File: config.mk
export PLATFORM = sky130hd
export DESIGN_NAME = fifo_seq_control
export DESIGN_NICKNAME = d
export VERILOG_FILES = /design/src/rtl/fifo_seq_control.sv
export SDC_FILE = /design/constraint.sdc
export NUM_CORES = 1
export LEC_CHECK = 0
export CORE_ASPECT_RATIO = 0.8
export CORE_UTILIZATION = 42
export CTS_CLUSTER_DIAMETER = 200
export CTS_CLUSTER_SIZE = 25
export DETAILED_ROUTE_END_ITERATION = 6
export PLACE_DENSITY_LB_ADDON = 0.15
export SLEW_MARGIN = 20
export SYNTH_ARGS = -nofsm -noshare
export SYNTH_HDL_FRONTEND = slang
export SYNTH_SLANG_ARGS = --single-unit
File: constraint.sdc
create_clock -name clk -period 4.25 [get_ports clk]
set_clock_uncertainty 0.05 [all_clocks]
set_input_delay 0.85 -clock clk [delete_from_list [all_inputs] [get_ports clk]]
set_output_delay 0.85 -clock clk [all_outputs]
set_load 0.02 [all_outputs]
File: src/rtl/fifo_seq_control.sv
`default_nettype none
// ============================================================================
// Module      : fifo_seq_control
// Description : Sequences per-lane FIFO enables for a systolic-array load.
//               Supports a flat load (all lanes together) and a staggered
//               load where lane i lags lane 0 by i cycles. Provides abort,
//               a one-cycle done pulse and busy/weight_write status.
// Revision    : 1.0 - initial release
// ============================================================================
module fifo_seq_control #(
  parameter int WIDTH_HEIGHT = 16,
  parameter int MAX_LEN      = 16,
  parameter int LEN_WIDTH    = $clog2(MAX_LEN + 1),
  parameter int CNT_WIDTH    = $clog2(MAX_LEN + WIDTH_HEIGHT)
) (
  input  logic                    clk,
  input  logic                    reset,
  input  logic                    start,
  input  logic                    stagger_load,
  input  logic [LEN_WIDTH-1:0]    len,
  input  logic                    abort,
  output logic [WIDTH_HEIGHT-1:0] fifo_en,
  output logic                    busy,
  output logic                    weight_write,
  output logic                    done
);

  // One extra bit so lane-window and last-cycle arithmetic never overflows.
  localparam int CW = CNT_WIDTH + 1;
  localparam logic [LEN_WIDTH-1:0] c_MAX_LEN = LEN_WIDTH'(MAX_LEN);

  typedef enum logic [0:0] {
    S_IDLE = 1'b0,
    S_RUN  = 1'b1
  } state_t;

  state_t                  r_state;
  logic [CNT_WIDTH-1:0]    r_count;
  logic [LEN_WIDTH-1:0]    r_len;
  logic                    r_stag;
  logic                    r_done;

  logic [LEN_WIDTH-1:0]    w_len_sat;
  logic [CW-1:0]           w_cnt_x;
  logic [CW-1:0]           w_len_x;
  logic [CW-1:0]           w_last;
  logic                    w_last_hit;
  logic [WIDTH_HEIGHT-1:0] w_en;

  // Requested length clamps to the deepest load the bank supports.
  assign w_len_sat = (len > c_MAX_LEN) ? c_MAX_LEN : len;

  assign w_cnt_x = CW'(r_count);
  assign w_len_x = CW'(r_len);

  // Staggered loads run until the last lane finishes its window.
  assign w_last     = r_stag ? (w_len_x + CW'(WIDTH_HEIGHT - 2)) : (w_len_x - CW'(1));
  assign w_last_hit = (w_cnt_x == w_last);

  // Each lane is enabled for a window of len_q cycles, offset by its index when staggered.
  for (genvar gi = 0; gi < WIDTH_HEIGHT; gi++) begin : g_lane
    localparam logic [CW-1:0] c_IDX = CW'(gi);
    assign w_en[gi] = r_stag ? ((w_cnt_x >= c_IDX) && (w_cnt_x < (c_IDX + w_len_x)))
                             : (w_cnt_x < w_len_x);
  end

  assign fifo_en      = (r_state == S_RUN) ? w_en : '0;
  assign busy         = (r_state == S_RUN);
  assign weight_write = (r_state == S_RUN);
  assign done         = r_done;

  // Load sequencer: accepts start in IDLE, counts through the run, pulses done.
  always_ff @(posedge clk) begin
    if (!reset) begin
      r_state <= S_IDLE;
      r_count <= '0;
      r_len   <= '0;
      r_stag  <= 1'b0;
      r_done  <= 1'b0;
    end else begin
      r_done <= 1'b0;
      case (r_state)
        S_IDLE: begin
          if (start) begin
            if (len != '0) begin
              r_state <= S_RUN;
              r_count <= '0;
              r_len   <= w_len_sat;
              r_stag  <= stagger_load;
            end else begin
              // Zero-length load completes immediately with no enables.
              r_done <= 1'b1;
            end
          end
        end
        S_RUN: begin
          if (abort) begin
            r_state <= S_IDLE;
            r_count <= '0;
          end else if (w_last_hit) begin
            r_state <= S_IDLE;
            r_count <= '0;
            r_done  <= 1'b1;
          end else begin
            r_count <= r_count + CNT_WIDTH'(1);
          end
        end
        default: begin
          r_state <= S_IDLE;
          r_count <= '0;
        end
      endcase
    end
  end

endmodule
`default_nettype wire

# Word level (Yosys, flattened, before mapping)
# Cells that the tools add are included.
word_totals:
  reg_bits: 13
  out_inout_bits: 19
classes:
  n_mux: 34
  add_sub_neg: 17
  eq_ne: 3
  n_lt_le_gt_ge: 33
  n_reduce_logical: 19
  bitwise: 1
op_table:
  columns: ["operator", "count"]
  rows:
  - ["$lt A5 B6 Y1", 15]
  - ["$add A4 B5 Y6 const A", 8]
  - ["$ge A5 B4 Y1 const B", 8]
  - ["$mux W5", 5]
  - ["$add A3 B5 Y6 const A", 4]
  - ["$mux W1", 24]
  - ["$ge A5 B3 Y1 const B", 4]
  - ["$logic_and A1 B1 Y1", 16]
  - ["$mux W16", 1]
  - ["$add A2 B5 Y6 const A", 2]
  - ["$ge A5 B1 Y1 const B", 2]
  - ["$ge A5 B2 Y1 const B", 2]
  - ["$pmux W5 S2", 1]
  - ["$add A1 B5 Y6 const A", 1]
  - ["$eq A5 B6 Y1", 1]
  - ["$mux W6", 1]
  - ["$sub A5 B1 Y6 const B", 1]
  - ["$add A5 B1 Y5 const B", 1]
  - ["$gt A5 B5 Y1 const B", 1]
  - ["$lt A5 B5 Y1", 1]
  - ["$reduce_bool A5 Y1", 1]
  - ["$ne A2 B2 Y1 const B", 2]
  - ["$pmux W1 S2", 2]
  - ["$reduce_and A3 Y1", 1]
  - ["other kinds (2)", 2]

# Logic depth before layout (Yosys ltp)
# Gate-level depths: netlist of the first run.
logic_depth:
  depth_word: 6
  ltp_mapped: 12
  depth_no_buf: 11

# Worst setup path before layout of the first run
# OpenSTA, ideal clock, no wires.
synth_path:
  path_kind: "register to output"
  start: "register r_len[0]"
  end: "output fifo_en[7]"
  slack_ns: 0.821
  path_stages_with_launch: 12
  n_path_buf: 1
  t_arrival_ns: 2.529
  cell_sequence: "dfxtp_1 buf_2 inv_1 ha_1 xnor2_1 inv_1 ha_1 o21ba_2 o21a_1 o21ai_0 nand2b_1 a311oi_1"
synth_between:
  elab_chain_cells: 5
  elab_cells_between_ends: 6
synth_lines:
  columns: ["item", "line", "rtl"]
  rows:
  - ["from (decl)", "39", "logic [LEN_WIDTH-1:0] r_len;"]
  - ["from (signal assigned)", "88", "r_len <= w_len_sat;"]
  - ["$add A3 B5 Y6", "63", "assign w_en[gi] = r_stag ? ((w_cnt_x >= c_IDX) && (w_cnt_x < (c_IDX + w_len_x)))"]
  - ["$lt A5 B6 Y1", "63", null]
  - ["$logic_and A1 B1 Y1", "63", null]
  - ["$mux W1 *", "63", null]
  - ["$mux W16 *", "67", "assign fifo_en = (r_state == S_RUN) ? w_en : '0;"]
  - ["to (decl)", "22", "output logic [WIDTH_HEIGHT-1:0] fifo_en,"]
# Mark *: on every way between the ends. The rest lies on a longest branch, timed or not.

# Worst setup path in the final report of the first run
layout_path:
  start: "register r_len[1]"
  end: "output fifo_en[11]"
layout_between:
  elab_chain_cells: 5
  elab_cells_between_ends: 6
layout_lines:
  columns: ["item", "line"]
  rows:
  - ["$add A4 B5 Y6", "63"]
  - ["$lt A5 B6 Y1", "63"]
  - ["$logic_and A1 B1 Y1", "63"]
  - ["$mux W1 *", "63"]
  - ["$mux W16 *", "67"]
# Marks and branches as above.

==> summary.txt, run 1 <==
Routing
  – Topmost layer with routed signal wires: met4
  – Routed length on met1: 3849 µm
  – Amount of wire on met3 after detailed routing: 492 µm
  – Post-route DRC: 0
  – Met2 wire length: 3348 µm
  – Overall via count from detail_route: 2582
  – Aggregate routed wire length: 7757 µm
  – Wire per inst: 16.90 µm
  – Routed Antenna Nets: 0
  – Number of iterations in the first detailed-routing pass: 5
  – Ratio of routed vias to standard cells: 5.625
  – Initial drt markers: 185

Clock tree
  – Longest Clk Path Bufs: 2
  – Clock input transition at the sequential cells of the worst setup and hold paths: 0.05 ns
  – TritonCTS clock tree: done
  – Root Buffer: clkbuf_8
  – Skew-Pair Late Insertion Delay: 0.24 ns
  – Clock sinks: 13
  – Count of hold buffers inserted by post-cts repair: 0
  – Clock buffers created by TritonCTS: 3
  – Number of H-tree levels: 1

Pwr
  – Power density over the cells: 143.0 nW/µm²
  – Switching share of power: 36.94%
  – Leakage power figure: 1.605 nW
  – Clock network power share: 23.4%
  – Sw power: 0.1670 mW
  – Part of the total power dissipated in sequential elements: 28.8%
  – Combinational group share of total power: 47.8%
  – Internal power contribution: 0.2851 mW
  – Worst ir drop on vdd: 0.1037 mV

Cells and area
  – Final std cells w/o fill: 459
  – Utilization after layout: 52.37%
  – Ratio of cells with drive above 1 in the final layout: 8.466%
  – Diodes inserted: 0
  – Layout area overhead: 17.21%
  – Number of nets in the final layout: 453

Critical path
  – Biggest fanout along the worst timing path: 6
  – Startpoint of the most critical register-to-register path: r_len[3]$_SDFFE_PN0P_
  – Worst EP required: 3.35 ns
  – Register-to-register setup slack: 1.58 ns
  – CP Class: reg -> out
  – Startpoint Class: flop
  – CP endpoint kind: primary output
  – Reg2reg end: r_count[2]$_SDFFE_PN0P_
  – Critical path data arrival time: 3.19 ns
  – Worst reg-to-reg path cell count: 8

Placed design
  – Placed Instances: 455
  – Total of buffers placed on input and output ports: 28
  – GP Congestion: 0.8892
  – Half-perimeter wire length after placement: 6047 µm

Floorplan
  – Die width: 91.60 µm
  – Area enclosed by the die boundary: 6749 µm²
  – Site Rows: 25
  – Effective utilization at floorplan: 44.68%
  – # IOs: 29
  – Floorplan core area: 6037 µm²
  – Die extent in y: 73.68 µm

GRT
  – GRT Overall Usage: 23.96%
  – Number of global-route vias before repair: 2525
  – Largest net degree at the start of global routing: 20
  – GRT overflow: 0
  – Initial antenna violation count: 0
  – Wire length of the first global-routing pass: 12630 µm

STA
  – Final critical-path share of the clock period: 96.33%
  – Fin crit period: 4.094 ns
  – Total negative slack: 0 ns
  – RSZ-0062 raised after global routing: no
  – Relative slew slack: 69.46%
  – Fin. max-slew vios: 0
  – Peak Freq: 0.2442 GHz
  – Count of endpoints failing setup in the final report: 0
  – Actual transition at the worst max-transition pin: 0.4576 ns
  – Count of endpoints failing hold in the final timing report: 0

Hold path
  – Number of stages on the worst hold path: 2
  – Worst hold path type: reg -> reg
  – Capture endpoint of the worst hold path: r_len[0]$_SDFFE_PN0P_
  – Hold Crit Start: r_len[0]$_SDFFE_PN0P_

Logic synthesis
  – Synthesized netlist cell count: 349
  – Mean area per synthesized cell: 7.729 µm²
  – Biggest area consumer among synthesized cells: ha_1
  – Cells taking the most area after synthesis: ha_1, dfxtp_1, xnor2_1
  – Number of nets produced by synthesis: 423
  – Synthesis Warnings: 0
  – Proportion of register bits with asynchronous set or reset after synthesis: 0%
  – Sequential share of the synthesized area: 9.647%
  – Prevailing post-synth register cell: dfxtp_1
  – Portion of synthesized cell area occupied by the leading cell type: 29.68%
  – Total of flip-flops plus latches after synthesis: 13
  – Count of flip-flops with a built-in enable after synthesis: 0
  – Post-Syn Area: 2698 µm²
  – Count of distinct cell types in the synthesized netlist: 44

Job
  – Max Cap Violations: 0

Outcome
  – Status: completed
## final cells by class
| class | count | area, µm² |
|---|---|---|
| clock buffers | 4 | 45.04 |
| fillers | 581 | 2875 |
| inverters | 37 | 138.9 |
| multi-input cells | 281 | 2221 |
| flip-flops and latches | 13 | 260.3 |
| well taps | 81 | 101.3 |
| repair buffers | 43 | 395.4 |
## Yosys cell counts (7+ instances only)
cell type,instances
ha_1,64
inv_1,37
nand2_1,32
xnor2_1,25
a21oi_1,22
o21ai_0,21
a21o_1,20
dfxtp_1,13
a21boi_0,11
nor2_1,11
clkbuf_1,9
buf_2,7
nand3_1,7
nor2b_1,7
## critical path, stage by stage, from the launching register on
cell,delay [ns]
dfxtp_1,0.42
inv_1,0.16
ha_1,0.36
ha_1,0.29
o21a_1,0.11
o21ai_0,0.30
a21boi_0,0.14
o21ai_0,0.23
a221oi_1,0.14
nor3_2,0.18
clkdlybuf4s50_1,0.63
## layout by cell type (no fill, tap or decap), types with 5 or more instances in the layout
cell	count
nor2_1	11
a21o_1	20
clkdlybuf4s50_1	27
ha_1	63
o21a_1	5
dfxtp_1	13
xnor2_1	25
nor2b_1	7
nand2b_1	5
o21ai_0	21
nand2_1	32
inv_1	37
nand3_1	7
a211oi_2	5
a21oi_1	22
a21boi_0	11
buf_4	15
## per-layer routing
| layer | up-vias | GRT usage, % |
|---|---|---|
| met5 | - | 0 |
| met4 | 0 | 3.704 |
| met3 | 8 | 3.416 |
| met2 | 84 | 38.26 |
| met1 | 1211 | 34.67 |
| li1 | 1279 | - |
## what timing repair did
item,in CTS,in global routing
setup buffers,0,0
setup endpoints to repair,0,2
gates resized for setup,0,2
## per-stage QoR
step	area, µm²	setup WS [ns]	hold WS (ns)	total power [mW]
2_1_floorplan	2698	0.8214	0.5143	0.2729
3_3_place_gp	3112	0.4786	0.4934	0.3447
3_5_place_dp	3112	0.4225	0.5025	0.3468
4_1_cts	3157	0.1437	0.5092	0.4553
5_1_grt	3162	0.0008280	0.5329	0.4849
6_report	3162	0.1558	0.5042	0.4521
## power by group through the flow
stage	combinational, mW	sequential [mW]	clock [mW]
2_1_floorplan	0.140	0.133	0
3_3_place_gp	0.212	0.133	0
3_5_place_dp	0.214	0.133	0
4_1_cts	0.215	0.130	0.110
5_1_grt	0.237	0.131	0.117
6_report	0.216	0.130	0.106
## worst max path at each step
stage	to	start	cells after the start
global placement	fifo_en[7]	r_len[1]$_SDFFE_PN0P_	11
floorplan	fifo_en[7]	r_len[0]$_SDFFE_PN0P_	11
global route	fifo_en[5]	r_len[1]$_SDFFE_PN0P_	11
CTS	fifo_en[7]	r_len[1]$_SDFFE_PN0P_	11
detailed placement	fifo_en[7]	r_len[1]$_SDFFE_PN0P_	11
finish	fifo_en[11]	r_len[1]$_SDFFE_PN0P_	10
## logic make-up (layout without fill, tap and decap cells)
| logic type | after synthesis | in the layout | share of synthesized area, % |
|---|---|---|---|
| AND/OR/NAND/NOR | 79 | 79 | 14.47 |
| flip-flops | 13 | 13 | 9.648 |
| XOR/XNOR | 29 | 29 | 9.415 |
| AO/OA/AOI/OAI | 106 | 106 | 27.55 |
| multiplexers | 3 | 3 | 1.113 |
| buffers and inverters | 55 | 84 | 8.117 |
| adder cells (fa/ha/maj) | 64 | 64 | 29.68 |
## state kept, by name (all words and copies together), names as in the netlist
register  cells
busy          1
done          1
r_count       5
r_len         5
r_stag        1
Power figures use the tool's default switching activity.
==> run 2: changes to the inputs <==
clock period = 4.3 ns   (was 4.25 ns; I/O delays follow)
==> summary.txt, run 2 (synthesized netlist as in run 1, its figures left out) <==
Floorplan
  – Floorplan core area: 6037 µm² (unchanged)
  – Die extent in y: 73.68 µm (unchanged)
  – Area enclosed by the die boundary: 6749 µm² (unchanged)
  – # IOs: 29 (unchanged)
  – Die width: 91.60 µm (unchanged)
  – Site Rows: 25 (unchanged)
  – Effective utilization at floorplan: 44.68% (unchanged)

Cells and area
  – Commonest non-fill, non-tap cells in the layout: ha_1, inv_1, nand2_1
  – Ratio of cells with drive above 1 in the final layout: 8.995% (+0.53 points)
  – Largest registers ranked by flip-flop count: r_count: 5 flops, r_len: 5 flops
  – Final std cells w/o fill: 459 (unchanged)
  – Commonest non-fill, non-tap cell in the layout: ha_1
  – Filler instances: 594 (+2.2%)
  – Layout area overhead: 17.44%
  – Register Area: 260.3 µm² (unchanged)
  – Number of nets in the final layout: 453 (unchanged)
  – Area used by multi-input combinational logic: 2227 µm² (+0.28%)
  – Diodes inserted: 0 (unchanged)

Pwr
  – Switching share of power: 37.49% (+0.54 points)
  – Internal power contribution: 0.2819 mW (-1.1%)
  – Part of the total power dissipated in sequential elements: 28.6% (-0.2 points)
  – Combinational group share of total power: 46.9% (-0.9 points)
  – Power density over the cells: 142.3 nW/µm² (-0.46%)
  – Leakage power figure: 1.605 nW (about the same)
  – Sw power: 0.1690 mW (+1.2%)
  – Worst ir drop on vdd: 0.08826 mV (-15%)
  – Sum of internal, switching and leakage power: 0.4509 mW (-0.27%)
  – Clock network power share: 24.5% (+1.1 points)

Hold path
  – Worst hold path type: reg -> reg

Clock tree
  – Clock sinks: 13 (unchanged)
  – Root Buffer: clkbuf_8
  – Clock input transition at the sequential cells of the worst setup and hold paths: 0.06 ns (about the same)
  – Resized Gates After CTS: 0 (unchanged)
  – Count of hold buffers inserted by post-cts repair: 0 (unchanged)
  – Clock buffers created by TritonCTS: 3 (unchanged)
  – Skew-Pair Late Insertion Delay: 0.24 ns (about the same)
  – Number of post-CTS setup repair buffers: 0 (unchanged)
  – TritonCTS clock tree: done
  – Longest Clk Path Bufs: 2 (unchanged)
  – Number of H-tree levels: 1 (unchanged)

Critical path
  – Startpoint Class: flop
  – Slowest Stage Delay on Critical Path: 0.66 ns (+0.03 ns)
  – Worst EP required: 3.39 ns (+0.04 ns)
  – Cells along the critical path: inv_1 -> ha_1 -> xnor2_1 -> inv_1 -> ha_1 -> o21ba_2 -> o21a_1 -> o21ai_0 -> a221oi_1 -> a211oi_1 -> clkdlybuf4s50_1
  – Biggest fanout along the worst timing path: 6 (unchanged)
  – Critical path data arrival time: 3.22 ns (+0.03 ns)
  – CP endpoint kind: primary output
  – Slowest CP cell: clkdlybuf4s50_1
  – CP Class: reg -> out

Placed design
  – GP Congestion: 0.8568 (-3.6%)
  – Placed Instances: 455 (unchanged)
  – Half-perimeter wire length after placement: 5870 µm (-2.9%)
  – Total of buffers placed on input and output ports: 28 (unchanged)

GRT
  – Wire length of the first global-routing pass: 12100 µm (-4.2%)
  – Number of global-route vias before repair: 2447 (-3.1%)
  – GRT overflow: 0 (unchanged)
  – Initial antenna violation count: 0 (unchanged)
  – GRT Overall Usage: 22.96% (-1.0 points)
  – Largest net degree at the start of global routing: 20 (unchanged)

STA
  – Count of endpoints failing hold in the final timing report: 0 (unchanged)
  – Relative slew slack: 68.71% (-0.74 points)
  – Fin crit period: 4.130 ns
  – Final critical-path share of the clock period: 96.04%
  – RSZ-0062 raised after global routing: yes
  – Peak Freq: 0.2422 GHz
  – Fin. max-slew vios: 0 (unchanged)
  – Count of endpoints failing setup in the final report: 0 (unchanged)
  – Actual transition at the worst max-transition pin: 0.4688 ns (+0.01116 ns)

Routing
  – Routed Antenna Nets: 0 (unchanged)
  – Initial drt markers: 102 (-45%)
  – Wire per inst: 16.34 µm (-3.3%)
  – Ratio of routed vias to standard cells: 5.492 (-2.4%)
  – Number of iterations in the first detailed-routing pass: 4 (-1)
  – Overall via count from detail_route: 2521 (-2.4%)
  – Post-route DRC: 0 (unchanged)
  – Aggregate routed wire length: 7498 µm (-3.3%)

Job
  – Max Cap Violations: 0 (unchanged)

Outcome
  – Status: completed
==> run 2: layout make-up <==
| class | count | area share (%) |
|---|---|---|
| clock buffer | 4 | 1.422 |
| inverter | 37 | 4.384 |
| multi-input combinational | 281 | 70.30 |
| sequential | 13 | 8.215 |
| tap | 81 | 3.199 |
| timing repair buffer | 43 | 12.48 |
==> run 2: worst paths after layout <==
kind | from | end | slack (ns) | cells after the start
setup / recovery | r_len[1]$_SDFFE_PN0P_ | fifo_en[15] | 0.17 | 11
setup reg to reg | r_len[3]$_SDFFE_PN0P_ | r_count[2]$_SDFFE_PN0P_ | 1.60 | 8
hold / removal | r_len[0]$_SDFFE_PN0P_ | r_len[0]$_SDFFE_PN0P_ | 0.50 | 2
hold reg to reg | r_len[0]$_SDFFE_PN0P_ | r_len[0]$_SDFFE_PN0P_ | 0.50 | 2
==> run 2: metrics by stage <==
step                hold slack (ns)  utilization [%]  TNS [ns]  worst slack (ns)  cell area [µm²]
floorplan                    0.5143                -         0            0.8614             2698
global route                 0.5247            52.48  -0.01676          -0.01676             3168
finish                       0.4987            52.48         0            0.1703             3168
global placement             0.4805            51.54         0            0.4482             3112
detailed placement           0.4866            51.54         0            0.4308             3112
CTS                          0.4938            52.29         0            0.1588             3157
==> run 2: layer usage <==
metal	track usage [%]	part of all wire, %	up-vias
met2	38.43	43	50
li1	-	-	1282
met3	2.692	3.9	2
met1	33.17	52	1187
met5	0	0	-
met4	0.8818	0.40	0
==> run 2: worst max-delay path, delay by kind of cell, from the launching register on <==
family | cells | cell delay (ns)
adders and majority gates | 2 | 0.54
buffers and inverters | 3 | 0.89
AOI/OAI and AO/OA | 5 | 0.88
xor gates and xnor gates | 1 | 0.24
DFF | 1 | 0.42
==> run 2: power groups by stage <==
stage	registers [mW]	logic, mW	clock network [mW]
finish	0.129	0.212	0.110
global route	0.129	0.233	0.118
CTS	0.129	0.211	0.112
detailed placement	0.131	0.209	0
global placement	0.131	0.208	0
floorplan	0.132	0.138	0
==> run 3: changes to the inputs <==
CORE_UTILIZATION = 35   (was 42)
clock period = 3.83 ns   (was 4.3 ns; I/O delays follow)
==> summary.txt, run 3 (synthesized netlist as in run 1, its figures left out) <==
Critical path
  – Biggest fanout along the worst timing path: 9 (+3)
  – Startpoint Class: flop
  – CP Class: reg -> out
  – Worst EP required: 3.01 ns (-0.38 ns)
  – CP endpoint kind: primary output
  – Worst reg-to-reg path cell count: 9 (+1)
  – Critical path data arrival time: 2.84 ns (-0.38 ns)

Floorplan
  – Effective utilization at floorplan: 36.32% (-8.4 points)
  – Die extent in y: 80.53 µm (+9.3%)
  – Area enclosed by the die boundary: 8065 µm² (+19%)
  – Floorplan core area: 7427 µm² (+23%)
  – # IOs: 29 (unchanged)
  – Die width: 100.2 µm (+9.3%)
  – Site Rows: 28 (+12%)

Pwr
  – Worst ir drop on vdd: 0.1036 mV (+17%)
  – Power density over the cells: 157.2 nW/µm² (+10%)
  – Leakage power figure: 1.729 nW (+7.7%)

Clock tree
  – Root Buffer: clkbuf_8
  – Clock input transition at the sequential cells of the worst setup and hold paths: 0.06 ns (about the same)
  – Clock sinks: 13 (unchanged)
  – Number of H-tree levels: 1 (unchanged)
  – TritonCTS clock tree: done
  – Skew-Pair Late Insertion Delay: 0.24 ns (about the same)
  – Longest Clk Path Bufs: 2 (unchanged)
  – Clock buffers created by TritonCTS: 3 (unchanged)

GRT
  – Number of global-route vias before repair: 2436 (-0.45%)
  – GRT overflow: 0 (unchanged)
  – Largest net degree at the start of global routing: 29 (+45%)
  – GRT Overall Usage: 20.99% (-2.0 points)
  – Wire length of the first global-routing pass: 13130 µm (+8.5%)
  – Initial antenna violation count: 0 (unchanged)

STA
  – Fin. max-slew vios: 0 (unchanged)
  – Peak Freq: 0.2735 GHz
  – Count of endpoints failing setup in the final report: 0 (unchanged)
  – Actual transition at the worst max-transition pin: 0.5644 ns (+0.09561 ns)
  – Total negative slack: 0 ns (unchanged)
  – Fin crit period: 3.656 ns
  – Final critical-path share of the clock period: 95.47%
  – RSZ-0062 raised after global routing: no
  – Relative slew slack: 62.37% (-6.3 points)
  – Count of endpoints failing hold in the final timing report: 0 (unchanged)

Routing
  – Routed Antenna Nets: 0 (unchanged)
  – Number of iterations in the first detailed-routing pass: 4 (unchanged)
  – Overall via count from detail_route: 2512 (-0.36%)
  – Initial drt markers: 96 (-5.9%)
  – Aggregate routed wire length: 7945 µm (+6.0%)
  – Wire per inst: 16.28 µm (-0.34%)
  – Ratio of routed vias to standard cells: 5.148 (-6.3%)
  – Post-route DRC: 0 (unchanged)

Cells and area
  – Commonest non-fill, non-tap cell in the layout: ha_1
  – Final std cells w/o fill: 488 (+6.3%)
  – Layout area overhead: 20.55%
  – Commonest non-fill, non-tap cells in the layout: ha_1, inv_1, nand2_1
  – Largest registers ranked by flip-flop count: r_count: 5 flops, r_len: 5 flops
  – Number of nets in the final layout: 458 (+1.1%)
  – Ratio of cells with drive above 1 in the final layout: 9.922% (+0.93 points)
  – Diodes inserted: 0 (unchanged)

Hold path
  – Number of stages on the worst hold path: 2 (unchanged)
  – Worst hold path type: reg -> reg

Placed design
  – GP Congestion: 0.8739 (+2.0%)
  – Half-perimeter wire length after placement: 6117 µm (+4.2%)
  – Total of buffers placed on input and output ports: 28 (unchanged)
  – Placed Instances: 484 (+6.4%)

Outcome
  – Status: completed

Job
  – Max Cap Violations: 0 (unchanged)
==> run 3: worst max-delay path, cell delays in order, from the launching register on <==
cell             delay (ns)
dfxtp_1                0.32
inv_1                  0.11
ha_1                   0.31
a21o_1                 0.18
a21o_1                 0.21
a211oi_2               0.30
o31ai_4                0.18
buf_4                  0.22
a211oi_2               0.14
clkdlybuf4s50_1        0.62
==> run 3: per-layer routing <==
layer / share of wire, % / vias up / track usage (%) / routed length (µm)
met3: 5.8 / 2 / 2.959 / 457
met4: 0.19 / 0 / 1.304 / 15
met1: 51 / 1163 / 31.61 / 4060
met5: 0 / - / 0 / 0
li1: - / 1289 / - / -
met2: 43 / 58 / 32.47 / 3411
==> run 3: cell type report <==
| cell class | count | area [µm²] |
|---|---|---|
| inverter | 37 | 138.9 |
| multi-input combinational | 281 | 2238 |
| tap | 105 | 131.4 |
| clock buffer | 4 | 45.04 |
| timing repair buffer | 48 | 437.9 |
| fill | 776 | 4175 |
| sequential | 13 | 260.3 |
==> run 3: path summary, 6_finish.rpt <==
path | startpoint | to | slack, ns
setup / recovery | r_len[1]$_SDFFE_PN0P_ | fifo_en[10] | 0.17
hold / removal | r_len[0]$_SDFFE_PN0P_ | r_len[0]$_SDFFE_PN0P_ | 0.48
setup reg to reg | r_len[2]$_SDFFE_PN0P_ | r_count[2]$_SDFFE_PN0P_ | 1.45
hold reg to reg | r_len[0]$_SDFFE_PN0P_ | r_len[0]$_SDFFE_PN0P_ | 0.48
==> run 3: repair_timing <==
action,4_1_cts,5_1_grt
endpoints found under the setup margin,8,8
setup buffers,0,0
hold buffers,0,0
gates resized for setup,6,9
cloned,0,0
==> run 3: per-stage QoR <==
stage	hold WS (ns)	cell area (µm²)	util (%)	setup WS (ns)	power [mW]
after CTS	0.4766	3227	43.45	0.04431	0.5132
after floorplan	0.5143	2698	-	0.4854	0.3028
after global routing	0.5129	3252	43.78	0.01691	0.5494
final	0.4790	3252	43.78	0.1737	0.5113
after global placement	0.4613	3179	42.81	0.1996	0.3861
after detailed placement	0.4674	3179	42.81	0.2154	0.3878
==> run 3: power by group <==
| part | switching [mW] | internal, mW | total, mW |
|---|---|---|---|
| registers | 0.00416 | 0.140 | 0.144 |
| logic | 0.138 | 0.104 | 0.242 |
| clock network | 0.0517 | 0.0736 | 0.125 |
